### src/rtl/tow_match_ctrl_if.sv
// Game-block side of the tug-of-war match controller: move pulses and reset out, done/winner back.
interface tow_match_ctrl_if;
  logic [1:0] game_in;
  logic       game_reset;
  logic       game_done;
  logic [1:0] game_winner;

  modport master (output game_in, output game_reset, input game_done, input game_winner);
  modport slave  (input game_in, input game_reset, output game_done, output game_winner);
endinterface

### src/rtl/tow_match_ctrl.sv
// Tug-of-war match controller: key conditioning, round sequencing, scoring, match winner.
// Optional build macro TOW_TIE_ALTERNATE_EN: round-robin grant of simultaneous key pulses.
//
// state  | meaning
// NEWRND | one-cycle game reset between rounds
// PLAY   | key pulses forwarded, waiting for a scored round end
// HOLD   | finished board displayed for HOLD_CYCLES cycles
// OVER   | match won, final board held until reset
module tow_match_ctrl #(
  parameter int WINS_TO_MATCH = 3,
  parameter int HOLD_CYCLES   = 8
) (
  input  logic              clk,
  input  logic              reset,
  input  logic              key_l,
  input  logic              key_r,
  tow_match_ctrl_if.master  game,
  output logic [2:0]        score_l,
  output logic [2:0]        score_r,
  output logic              match_done,
  output logic [1:0]        match_winner
);

  localparam logic [1:0] ST_NEWRND = 2'd0;
  localparam logic [1:0] ST_PLAY   = 2'd1;
  localparam logic [1:0] ST_HOLD   = 2'd2;
  localparam logic [1:0] ST_OVER   = 2'd3;

  localparam logic [2:0] WINS    = 3'(WINS_TO_MATCH);
  localparam logic [7:0] HOLD_LD = 8'(HOLD_CYCLES);

  logic       sync_l1_q, sync_l1_d, sync_l2_q, sync_l2_d, prev_l_q, prev_l_d, edge_l_q, edge_l_d;
  logic       sync_r1_q, sync_r1_d, sync_r2_q, sync_r2_d, prev_r_q, prev_r_d, edge_r_q, edge_r_d;
  logic [1:0] state_q, state_d;
  logic [7:0] hold_cnt_q, hold_cnt_d;
  logic [1:0] game_in_q, game_in_d;
  logic [2:0] score_l_q, score_l_d, score_r_q, score_r_d;
  logic       match_done_q, match_done_d;
  logic [1:0] match_winner_q, match_winner_d;
`ifdef TOW_TIE_ALTERNATE_EN
  logic       tie_ptr_q, tie_ptr_d;
`endif

  // Registered edge pulse adds the third stage so a press appears three edges after sampling.
  always_comb begin
    sync_l1_d = key_l;
    sync_l2_d = sync_l1_q;
    prev_l_d  = sync_l2_q;
    edge_l_d  = sync_l2_q & ~prev_l_q;
    sync_r1_d = key_r;
    sync_r2_d = sync_r1_q;
    prev_r_d  = sync_r2_q;
    edge_r_d  = sync_r2_q & ~prev_r_q;
  end

  always_comb begin
    state_d        = state_q;
    hold_cnt_d     = hold_cnt_q;
    score_l_d      = score_l_q;
    score_r_d      = score_r_q;
    match_done_d   = match_done_q;
    match_winner_d = match_winner_q;
    case (state_q)
      ST_NEWRND: state_d = ST_PLAY;
      ST_PLAY: begin
        if (game.game_done && game.game_winner == 2'b01) begin
          if (score_l_q < WINS) score_l_d = score_l_q + 3'd1;
          if (score_l_d == WINS) begin
            state_d        = ST_OVER;
            match_done_d   = 1'b1;
            match_winner_d = 2'b01;
          end else begin
            state_d    = ST_HOLD;
            hold_cnt_d = HOLD_LD;
          end
        end else if (game.game_done && game.game_winner == 2'b10) begin
          if (score_r_q < WINS) score_r_d = score_r_q + 3'd1;
          if (score_r_d == WINS) begin
            state_d        = ST_OVER;
            match_done_d   = 1'b1;
            match_winner_d = 2'b10;
          end else begin
            state_d    = ST_HOLD;
            hold_cnt_d = HOLD_LD;
          end
        end
      end
      ST_HOLD: begin
        if (hold_cnt_q <= 8'd1) begin
          state_d    = ST_NEWRND;
          hold_cnt_d = 8'd0;
        end else begin
          hold_cnt_d = hold_cnt_q - 8'd1;
        end
      end
      ST_OVER: state_d = ST_OVER;
      default: state_d = ST_NEWRND;
    endcase
  end

  // Gate on the next state so game_in is only ever non-zero while the registered state is PLAY.
  always_comb begin
    game_in_d = 2'b00;
`ifdef TOW_TIE_ALTERNATE_EN
    tie_ptr_d = tie_ptr_q;
    if (state_d == ST_PLAY) begin
      if (edge_l_q && edge_r_q) begin
        game_in_d = tie_ptr_q ? 2'b01 : 2'b10;
        tie_ptr_d = ~tie_ptr_q;
      end else begin
        game_in_d = {edge_l_q, edge_r_q};
      end
    end
`else
    if (state_d == ST_PLAY && !(edge_l_q && edge_r_q)) game_in_d = {edge_l_q, edge_r_q};
`endif
  end

  always_ff @(posedge clk) begin
    if (reset) begin
      sync_l1_q      <= 1'b0;
      sync_l2_q      <= 1'b0;
      prev_l_q       <= 1'b0;
      edge_l_q       <= 1'b0;
      sync_r1_q      <= 1'b0;
      sync_r2_q      <= 1'b0;
      prev_r_q       <= 1'b0;
      edge_r_q       <= 1'b0;
      state_q        <= ST_NEWRND;
      hold_cnt_q     <= 8'd0;
      game_in_q      <= 2'b00;
      score_l_q      <= 3'd0;
      score_r_q      <= 3'd0;
      match_done_q   <= 1'b0;
      match_winner_q <= 2'b00;
`ifdef TOW_TIE_ALTERNATE_EN
      tie_ptr_q      <= 1'b0;
`endif
    end else begin
      sync_l1_q      <= sync_l1_d;
      sync_l2_q      <= sync_l2_d;
      prev_l_q       <= prev_l_d;
      edge_l_q       <= edge_l_d;
      sync_r1_q      <= sync_r1_d;
      sync_r2_q      <= sync_r2_d;
      prev_r_q       <= prev_r_d;
      edge_r_q       <= edge_r_d;
      state_q        <= state_d;
      hold_cnt_q     <= hold_cnt_d;
      game_in_q      <= game_in_d;
      score_l_q      <= score_l_d;
      score_r_q      <= score_r_d;
      match_done_q   <= match_done_d;
      match_winner_q <= match_winner_d;
`ifdef TOW_TIE_ALTERNATE_EN
      tie_ptr_q      <= tie_ptr_d;
`endif
    end
  end

  assign game.game_in    = game_in_q;
  assign game.game_reset = reset | (state_q == ST_NEWRND);
  assign score_l         = score_l_q;
  assign score_r         = score_r_q;
  assign match_done      = match_done_q;
  assign match_winner    = match_winner_q;

endmodule

### src/flat_wrapper.sv
// flat-port wrapper written by rule: the top's interface ports become plain ports
module tow_match_ctrl_flat 
#(
  parameter int WINS_TO_MATCH = 3,
  parameter int HOLD_CYCLES   = 8
)
  (clk, reset, key_l, key_r, score_l, score_r, match_done, match_winner, game_game_in, game_game_reset, game_game_done, game_game_winner);
  tow_match_ctrl_if game_i ();
  input  logic clk;
  input  logic reset;
  input  logic key_l;
  input  logic key_r;
  output logic [2:0] score_l;
  output logic [2:0] score_r;
  output logic match_done;
  output logic [1:0] match_winner;
  output wire logic [$bits(game_i.game_in)-1:0] game_game_in;
  output wire logic [$bits(game_i.game_reset)-1:0] game_game_reset;
  input wire logic [$bits(game_i.game_done)-1:0] game_game_done;
  input wire logic [$bits(game_i.game_winner)-1:0] game_game_winner;
  assign game_game_in = game_i.game_in;
  assign game_game_reset = game_i.game_reset;
  assign game_i.game_done = game_game_done;
  assign game_i.game_winner = game_game_winner;
  tow_match_ctrl #(.WINS_TO_MATCH(WINS_TO_MATCH), .HOLD_CYCLES(HOLD_CYCLES)) u_core (.clk(clk), .reset(reset), .key_l(key_l), .key_r(key_r), .game(game_i), .score_l(score_l), .score_r(score_r), .match_done(match_done), .match_winner(match_winner));
endmodule
### config.mk
export PLATFORM = sky130hd
export DESIGN_NAME = tow_match_ctrl_flat
export DESIGN_NICKNAME = d
export VERILOG_FILES = /design/src/rtl/tow_match_ctrl_if.sv /design/src/rtl/tow_match_ctrl.sv /design/src/flat_wrapper.sv
export SDC_FILE = /design/constraint.sdc
export NUM_CORES = 1
export LEC_CHECK = 0
export ABC_AREA = 1
export CAP_MARGIN = 0
export CELL_PAD_IN_SITES_DETAIL_PLACEMENT = 1
export CELL_PAD_IN_SITES_GLOBAL_PLACEMENT = 1
export CORE_MARGIN = 5
export CORE_UTILIZATION = 39
export DETAILED_ROUTE_END_ITERATION = 10
export GPL_TIMING_DRIVEN = 0
export PLACE_DENSITY_LB_ADDON = 0.12
export SYNTH_ARGS = -nofsm -noshare
export SYNTH_HDL_FRONTEND = slang
export SYNTH_SLANG_ARGS = --single-unit
export TNS_END_PERCENT = 20
### constraint.sdc
create_clock -name clk -period 1.95 [get_ports clk]
set_input_delay 0.2925 -clock clk [delete_from_list [all_inputs] [get_ports clk]]
set_output_delay 0.2925 -clock clk [all_outputs]
set_load 0.1 [all_outputs]
; After elaboration in Yosys (flattened, before gate mapping)
; Cells that the tools add are included.
[word_totals]
reg_bits = 29
inputBits = 7
output_inout_bits = 12
[classes]
addsub = 3
magnitude_cmp = 3
eq_ne = 12
muxes = 27
n_bitwise = 7
n_reduce_logical = 14
[op_table]
columns = cell, count
row1 = 2-to-1 mux 8 bit, 5
row2 = 2-to-1 mux 3 bit, 7
row3 = one-hot mux 8 bit (2 select lines), 1
row4 = 2-to-1 mux 2 bit, 7
row5 = "<= comparator 8 x 1 -> 1 bit, second input constant", 1
row6 = one-hot mux 2 bit (4 select lines), 1
row7 = AND reduction 4 bit, 2
row8 = "subtractor 8 x 1 -> 8 bit, second input constant", 1
row9 = "adder 3 x 1 -> 3 bit, second input constant", 2
row10 = "== test 2 x 1 -> 1 bit, second input constant", 3
row11 = "== test 2 bit, second input constant", 3
row12 = "== test 3 x 2 -> 1 bit, second input constant", 2
row13 = "less-than comparator 3 x 2 -> 1 bit, second input constant", 2
row14 = 2-to-1 mux 1 bit, 6
row15 = nonzero test 2 bit, 3
row16 = logical AND 1 bit, 4
row17 = NOT 1 bit, 4
row18 = "!= test 3 x 1 -> 1 bit, second input constant", 1
row19 = "!= test 3 x 2 -> 1 bit, second input constant", 1
row20 = "!= test 3 bit, second input constant", 1
row21 = AND reduction 3 bit, 1
row22 = AND 1 bit, 2
row23 = logical NOT 2 bit, 1
row24 = "!= test 2 bit, second input constant", 1
row25 = 4 further kinds, 4

; Longest topological paths before layout
; Gate-level depths: netlist of the first run.
[depth]
ltp_word = 14
depth_mapped = 11
depth_no_buf = 11

; Least setup slack after synthesis of the first run
; Ideal clock, no wire load.
[synth_path]
path_type = register to register
startpoint = register u_core.score_r_q[0] (netlist: u_core.score_r[0])
endpoint = register u_core.hold_cnt_q[2]
setup_ns = 0.114
arrival_time_ns = 2.061
slack_ns = -0.225
stages_incl_launch_ff = 10
path_buffers = 0
path_cell_list = dfxtp_1 ha_1 inv_1 a21oi_2 nand4_1 nand2_2 inv_4 nand2_4 a21oi_1 nor2_1
[synth_between]
elab_chain_cells = 8
word_cells_on_any_way = 9
classes_between = 1 x add/sub / 1 x order compare / 2 x eq/ne / 4 x mux / 1 x reduce/logical
[synth_lines]
columns = element, line_no
row1 = "start, declared", tow_match_ctrl.sv:37  ; logic [2:0] score_l_q, score_l_d, score_r_q, score_r_d;
row2 = "start signal, assigned", tow_match_ctrl.sv:152  ; score_r_q <= score_r_d;
row3 = adder 3 x 1 -> 3 bit or less-than comparator 3 x 2 -> 1 bit (tied branches), tow_match_ctrl.sv:77  ; if (score_r_q < WINS) score_r_d = score_r_q + 3'd1;
row4 = 2-to-1 mux 3 bit *, tow_match_ctrl.sv:77
row5 = 2-to-1 mux 3 bit *, tow_match_ctrl.sv:76  ; end else if (game.game_done && game.game_winner == 2'b10) begin
row6 = 2-to-1 mux 3 bit *, tow_match_ctrl.sv:66  ; if (game.game_done && game.game_winner == 2'b01) begin
row7 = 2-to-1 mux 3 bit *, tow_match_ctrl.sv:63  ; case (state_q)
row8 = == test 3 x 2 -> 1 bit *, tow_match_ctrl.sv:78  ; if (score_r_d == WINS) begin
row9 = != test 3 x 2 -> 1 bit (no line) *, --
row10 = AND reduction 4 bit (no line) *, --
row11 = "end signal, assigned", tow_match_ctrl.sv:149  ; hold_cnt_q <= hold_cnt_d;
row12 = "end, declared", tow_match_ctrl.sv:35  ; logic [7:0] hold_cnt_q, hold_cnt_d;
; Mark *: on every way between the ends. The rest lies on a longest branch, timed or not. The select of a mux whose other input is x is not followed.
; A chain may end at the register's enable or synchronous reset.

; Final worst setup path of the first run
[layout_path]
startpoint = register u_core.score_r_q[2] (netlist: u_core.score_r[2])
endpoint = output port score_r[2]
[layout_rtl]
columns = element, line_no
row1 = "end, declared", flat_wrapper.sv:14  ; output logic [2:0] score_r;
; No word-level cell between the ends.

==> summary.md, run 1 <==
| Metric | Value |
|---|---|
| CP top delay family | `buffers and inverters` |
| Largest cells by area after synthesis | `dfxtp_1 (37%), inv_1 (8.2%), nor2_1 (8.2%)` |
| Asr flop ratio synth | `0` |
| CORE AREA | `0.00394 sq mm` |
| Max VDD drop | `0.000341 V` |
| Root Driver | `clkbuf_8` |
| Postcts setup bufs | `0` |
| Initial drt markers | `24` |
| Initial core utilization | `0.397` |
| Initial antenna violation count | `0` |
| Max_cap viols | `0` |
| Share of the synthesized area in the top cell type | `0.371` |
| DP HPWL | `2800 um` |
| Cell breakdown of the critical path | `dlygate4sd2_1` |
| Drt first pass iters | `4` |
| Setup WS pre-CTS | `-435 ps` |
| First-pass GRT wire length | `6660 um` |
| Synth top cells by count | `inv_1 (34), nor2_1 (34), nand2_1 (33)` |
| Unrepaired setup endpoints after global routing | `no` |
| Max Root-Sink Buffers | `2` |
| IO Pins | `19` |
| CP max stage delay | `880 ps` |
| Req. time, crit path | `1660 ps` |
| Status | `finished clean` |
| Final setup fails | `0` |
| Leakage Power | `0.000892 uW` |
| Final period utilization | `0.962` |
| Hold Crit Class | `flop to flop` |
| #FFs+latches synth | `29` |
| Crit path capture type | `output port` |
| CP max-delay cell | `dlygate4sd2_1` |
| Clk slew on worst S/H paths | `70 ps` |
| Relative slew slack | `0.360` |
| Layout Cells excl Fill | `296` |
| Mapped Area | `0.00156 sq mm` |
| CTS Hold Buffers Added | `0` |
| H-tree levels | `2` |
| Critical Path Source Type | `flop` |
| Fill cells | `518` |
| P&R area growth vs syn | `22.3%` |
| Seq/Total Area, Yosys | `0.371` |
| Slew Viols, Final | `0` |
| Largest net degree at the start of global routing | `12` |
| Critical path buffers and inverters | `1` |
| CTS tree | `done` |
| Library cells used by synthesis | `25` |
| Leading area contributor after synthesis | `dfxtp_1` |
| Critical Path Fanout Max | `4` |
| Final net count | `262` |
| Syn nets | `237` |
| Row count | `23` |
| Ys flop type | `dfxtp_1` |
| Number of placed cells counting well taps | `288` |
| Synthesized area per cell | `7.11 sq um` |
| Port bufs | `18` |
| Remaining routing DRC violations | `0` |
| Largest family of logic cells by synthesized area | `simple AND/OR/NAND/NOR gates` |
| Setup TNS | `0 ps` |
| CP Class | `flop to output port` |
| Number of CTS-inserted buffers | `5` |
| Simple-Gate Fraction of Synth Area | `0.314` |
| Crit path from | `u_core.score_r[2]$_SDFFE_PP0P_` |
| Critical path arrival | `1580 ps` |
| GPL Wtd Cong | `0.728` |
| Endpoints failing hold | `0` |
| Max frequency | `0.533 GHz` |
| Die W | `73.3 um` |
| XOR/XNOR Fraction of Synth Area | `0.0112` |
| DR vias | `1429` |
| Yosys warning count | `0` |
| Syn Inst Count | `220` |
| Post-route setup slack | `74.0 ps` |
| PwrDens | `824 mW/mm^2` |
| Worst hold start | `u_core.prev_l_q$_SDFF_PP0_` |
| Post-synth EDFFs | `0` |
| WL/cell | `13.0 um` |
| Final WL | `3830 um` |
| Die Area | `0.00538 sq mm` |
| ANT nets after route | `0` |
| Ant. Diodes | `0` |
| Worst-Margin Slew | `964 ps` |
| Compound-gate portion of the synthesized area | `0.118` |
| Post-Synth Adder-Cell Area | `0.0800` |
| Worst R2R Start | `u_core.hold_cnt_q[0]$_SDFFE_PP0P_` |
| GR Overflow Total | `0` |
| Avg Vias per Cell | `4.83` |
| Share of cells above drive strength 1 | `0.167` |
| Gr usage total | `0.164` |
| Skew final | `4.43 ps` |
| Sink Count | `29` |
| Die H | `73.3 um` |
| Final min period | `1880 ps` |
| Worst skew pair latency | `290 ps` |
| Post-synthesis mux area share | `0` |
| Vias in the first global route | `1426` |
-- sequential cells by signal, summed over array words and instances (netlist names) --
name and flops:
u_core.match_done 1, u_core.edge_l_q 1, u_core.sync_r1_q 1, u_core.score_r 3, u_core.prev_l_q 1, u_core.score_l 3
u_core.sync_l1_q 1, u_core.prev_r_q 1, u_core.edge_r_q 1, u_core.hold_cnt_q 8, u_core.prev_r_d 1, u_core.game.game_in 2
u_core.prev_l_d 1, u_core.state_q 2, u_core.match_winner 2
-- worst paths after layout --
check                                                          to  slack, ps  cells past startpoint
worst max register to register  u_core.hold_cnt_q[0]$_SDFFE_PP0P_        310                     11
worst max-delay path                                   score_r[2]         70                      1
worst min register to register         u_core.edge_l_q$_SDFF_PP0_        400                      1
worst min-delay path                   u_core.edge_l_q$_SDFF_PP0_        400                      1
-- cell families after synthesis --
| group | Yosys count |
|---|---|
| adder cells (fa/ha/maj) | 10 |
| AND/OR/NAND/NOR | 106 |
| XOR/XNOR | 2 |
| buffers and inverters | 43 |
| AO/OA/AOI/OAI | 30 |
| flip-flops | 29 |
-- timing repair --
item	4_1_cts	5_1_grt
endpoints found under the hold margin	0	0
gates resized for setup	14	5
setup endpoints to repair	12	1
cloned	0	0
-- routing by layer --
metal	GRT usage	part of all wire
met4	0.0724	0.020
met1	0.202	0.48
met3	0.0451	0.033
met5	0	0
met2	0.267	0.46
-- metrics by stage --
step | area [sq um] | utilization | total power, uW | hold slack [ps]
2_1_floorplan | 1570 | - | 869 | 363
3_3_place_gp | 1810 | 0.460 | 942 | 376
3_5_place_dp | 1810 | 0.460 | 948 | 393
4_1_cts | 1920 | 0.486 | 1600 | 402
5_1_grt | 1910 | 0.485 | 1670 | 404
6_report | 1910 | 0.485 | 1580 | 404
-- final cells by class --
class | instances | area [sq um] | share of cell area
Timing Repair Buffer | 18 | 164 | 0.0857
Multi-Input combinational cell | 148 | 820 | 0.428
Sequential cell | 29 | 588 | 0.307
Clock buffer | 5 | 68.8 | 0.0360
Tap cell | 50 | 62.6 | 0.0327
Inverter | 41 | 156 | 0.0818
Buffer | 2 | 7.51 | 0.00392
Clock inverter | 3 | 46.3 | 0.0242
-- cells in the final DEF, fill, tap and decap left out, types with 6 or more instances in the layout --
| cell | count |
|---|---|
| a21oi_1 | 12 |
| a21oi_2 | 7 |
| clkdlybuf4s50_1 | 6 |
| dfxtp_1 | 23 |
| dfxtp_2 | 6 |
| dlygate4sd2_1 | 11 |
| ha_1 | 10 |
| inv_1 | 34 |
| inv_2 | 6 |
| nand2_1 | 33 |
| nand3_1 | 21 |
| nor2_1 | 34 |
-- where the power goes --
part,switching (uW),internal [uW],leakage (uW),total (uW)
clock,261,382,0.0000543,643
combinational,206,93.5,0.000599,300
sequential,17.8,615,0.000239,632
Note: power is estimated with default switching activity, not from simulation.
==> run 2: changes to the inputs <==
Settings changed: PLACE_DENSITY_LB_ADDON 0.12 to 0.1.
==> run 2 against run 1 <==
Compared with the run above:
- count of clock-buffer cells in the layout unchanged
- maximum frequency up 1.0%
- core utilization about the same
- clock power down 0.6%
- worst hold slack worse by 15 ps
- critical path type unchanged
- largest cell class unchanged
==> summary.md, run 2 (synthesis gave the netlist of run 1 again) <==
| Metric | Value |
|---|---|
| Status | `finished clean` |
| Die Area | `0.00538 sq mm` |
| GR Overflow Total | `0` |
| Final WL | `3530 um` |
| Gr usage total | `0.153` |
| Critical path arrival | `1560 ps` |
| Critical Path Fanout Max | `4` |
| Sink Count | `29` |
| Setup WS pre-CTS | `-422 ps` |
| Die H | `73.3 um` |
| Critical path buffers and inverters | `1` |
| Critical Path Source Type | `flop` |
| Layout Cells excl Fill | `296` |
| PwrDens | `819 mW/mm^2` |
| First-pass GRT wire length | `6380 um` |
| Max_cap viols | `0` |
| Postcts setup bufs | `0` |
| Root Driver | `clkbuf_8` |
| Leakage Power | `0.000893 uW` |
| Drt first pass iters | `4` |
| Initial antenna violation count | `0` |
| CTS tree | `done` |
| Final min period | `1860 ps` |
| CP max-delay cell | `dlygate4sd2_1` |
| Crit path from | `u_core.score_r[2]$_SDFFE_PP0P_` |
| Max VDD drop | `0.000444 V` |
| GRT met3 Usage | `0.0410` |
| Worst skew pair latency | `290 ps` |
| Commonest non-fill, non-tap cells in the layout | `inv_1 (34), nor2_1 (34), nand2_1 (33)` |
| Req. time, crit path | `1660 ps` |
| Vias in the first global route | `1424` |
| DR vias | `1431` |
| Gr busiest metal | `met2` |
| IO Pins | `19` |
| Skew final | `3.51 ps` |
| Met1 Use GR | `0.196` |
| Initial drt markers | `44` |
| H-tree levels | `2` |
| Initial core utilization | `0.397` |
| Share of cells above drive strength 1 | `0.171` |
| Ant. Diodes | `0` |
| Endpoints failing hold | `0` |
| Port bufs | `18` |
| Remaining routing DRC violations | `0` |
| CP Class | `flop to output port` |
| Unrepaired setup endpoints after global routing | `no` |
| Final net count | `262` |
| Slew Viols, Final | `0` |
| Post-route setup slack | `93.4 ps` |
| CP max stage delay | `880 ps` |
| WL/cell | `11.9 um` |
| Stages on the worst setup path | `1` |
| Worst-Margin Slew | `962 ps` |
| Relative slew slack | `0.361` |
| Hold Crit Class | `flop to flop` |
| Max Root-Sink Buffers | `2` |
| Row count | `23` |
| GPL Wtd Cong | `0.744` |
| CTS Hold Buffers Added | `0` |
| Die W | `73.3 um` |
| Crit path capture | `score_r[2]` |
| Avg Vias per Cell | `4.83` |
| Worst R2R End | `u_core.hold_cnt_q[6]$_SDFFE_PP0P_` |
| Largest Register | `u_core.hold_cnt_q` |
| Crit path capture type | `output port` |
| DP HPWL | `2720 um` |
| Final period utilization | `0.952` |
| CORE AREA | `0.00394 sq mm` |
| Number of CTS-inserted buffers | `5` |
| Largest net degree at the start of global routing | `12` |
| Max frequency | `0.539 GHz` |
| CP top delay family | `buffers and inverters` |
| Setup slack, reg-to-reg | `350 ps` |
| Worst R2R Start | `u_core.score_l[1]$_SDFFE_PP0P_` |
| Cell breakdown of the critical path | `dlygate4sd2_1` |
| Reg2reg path depth | `9` |
| Post-CTS sizing | `14` |
| Final setup fails | `0` |
| Max FFs per register | `8` |
| Met2 usage | `0.251` |
| Clk slew on worst S/H paths | `70 ps` |
| Number of placed cells counting well taps | `288` |
| ANT nets after route | `0` |
| P&R area growth vs syn | `22.4%` |
run 2: cell types whose count changed in the layout (fill, tap and decap cells not counted):
cell / before / now
dfxtp_2: 6 / 7
dfxtp_1: 23 / 22
clkbuf_4: 0 / 1
buf_4: 1 / 0
run 2: how the worst min path moves through the flow:
stage / start / end / slack, ps / cells after the start
3_3_place_gp: u_core.prev_r_q$_SDFF_PP0_ / u_core.edge_r_q$_SDFF_PP0_ / 380 / 1
3_5_place_dp: u_core.prev_r_q$_SDFF_PP0_ / u_core.edge_r_q$_SDFF_PP0_ / 380 / 1
6_report: u_core.prev_r_q$_SDFF_PP0_ / u_core.edge_r_q$_SDFF_PP0_ / 390 / 1
5_1_grt: u_core.prev_l_q$_SDFF_PP0_ / u_core.edge_l_q$_SDFF_PP0_ / 410 / 1
4_1_cts: u_core.prev_r_q$_SDFF_PP0_ / u_core.edge_r_q$_SDFF_PP0_ / 390 / 1
2_1_floorplan: reset / u_core.score_r[1]$_SDFFE_PP0P_ / 360 / 1
run 2: area by class of cell:
type                       instances  area [sq um]
buffer                             2          7.51
clock buffer                       5          68.8
clock inverter                     3          46.3
fill                             527          2030
inverter                          41           156
multi-input combinational        148           820
sequential                        29           589
tap                               50          62.6
timing repair buffer              18           164
run 2: per-layer routing:
layer,vias up,share of wire
met2,18,0.48
met1,666,0.47
met3,7,0.037
li1,740,-
met4,0,0.013
met5,-,0
run 2: per-stage QoR:
step	hold slack (ps)	total power [uW]	TNS (ps)	instance area (sq um)	utilization
final	388	1570	0	1910	0.486
after global routing	412	1670	0	1910	0.486
after CTS	392	1590	-117	1920	0.486
after detailed placement	381	947	-422	1810	0.460
after floorplan	363	869	0	1570	-
after global placement	377	943	-424	1810	0.460
run 2: report_power, final:
part	switching (uW)	leakage (uW)	internal (uW)
sequential	17.9	0.000239	615
clock	257	0.0000543	382
combinational	202	0.000599	93.3
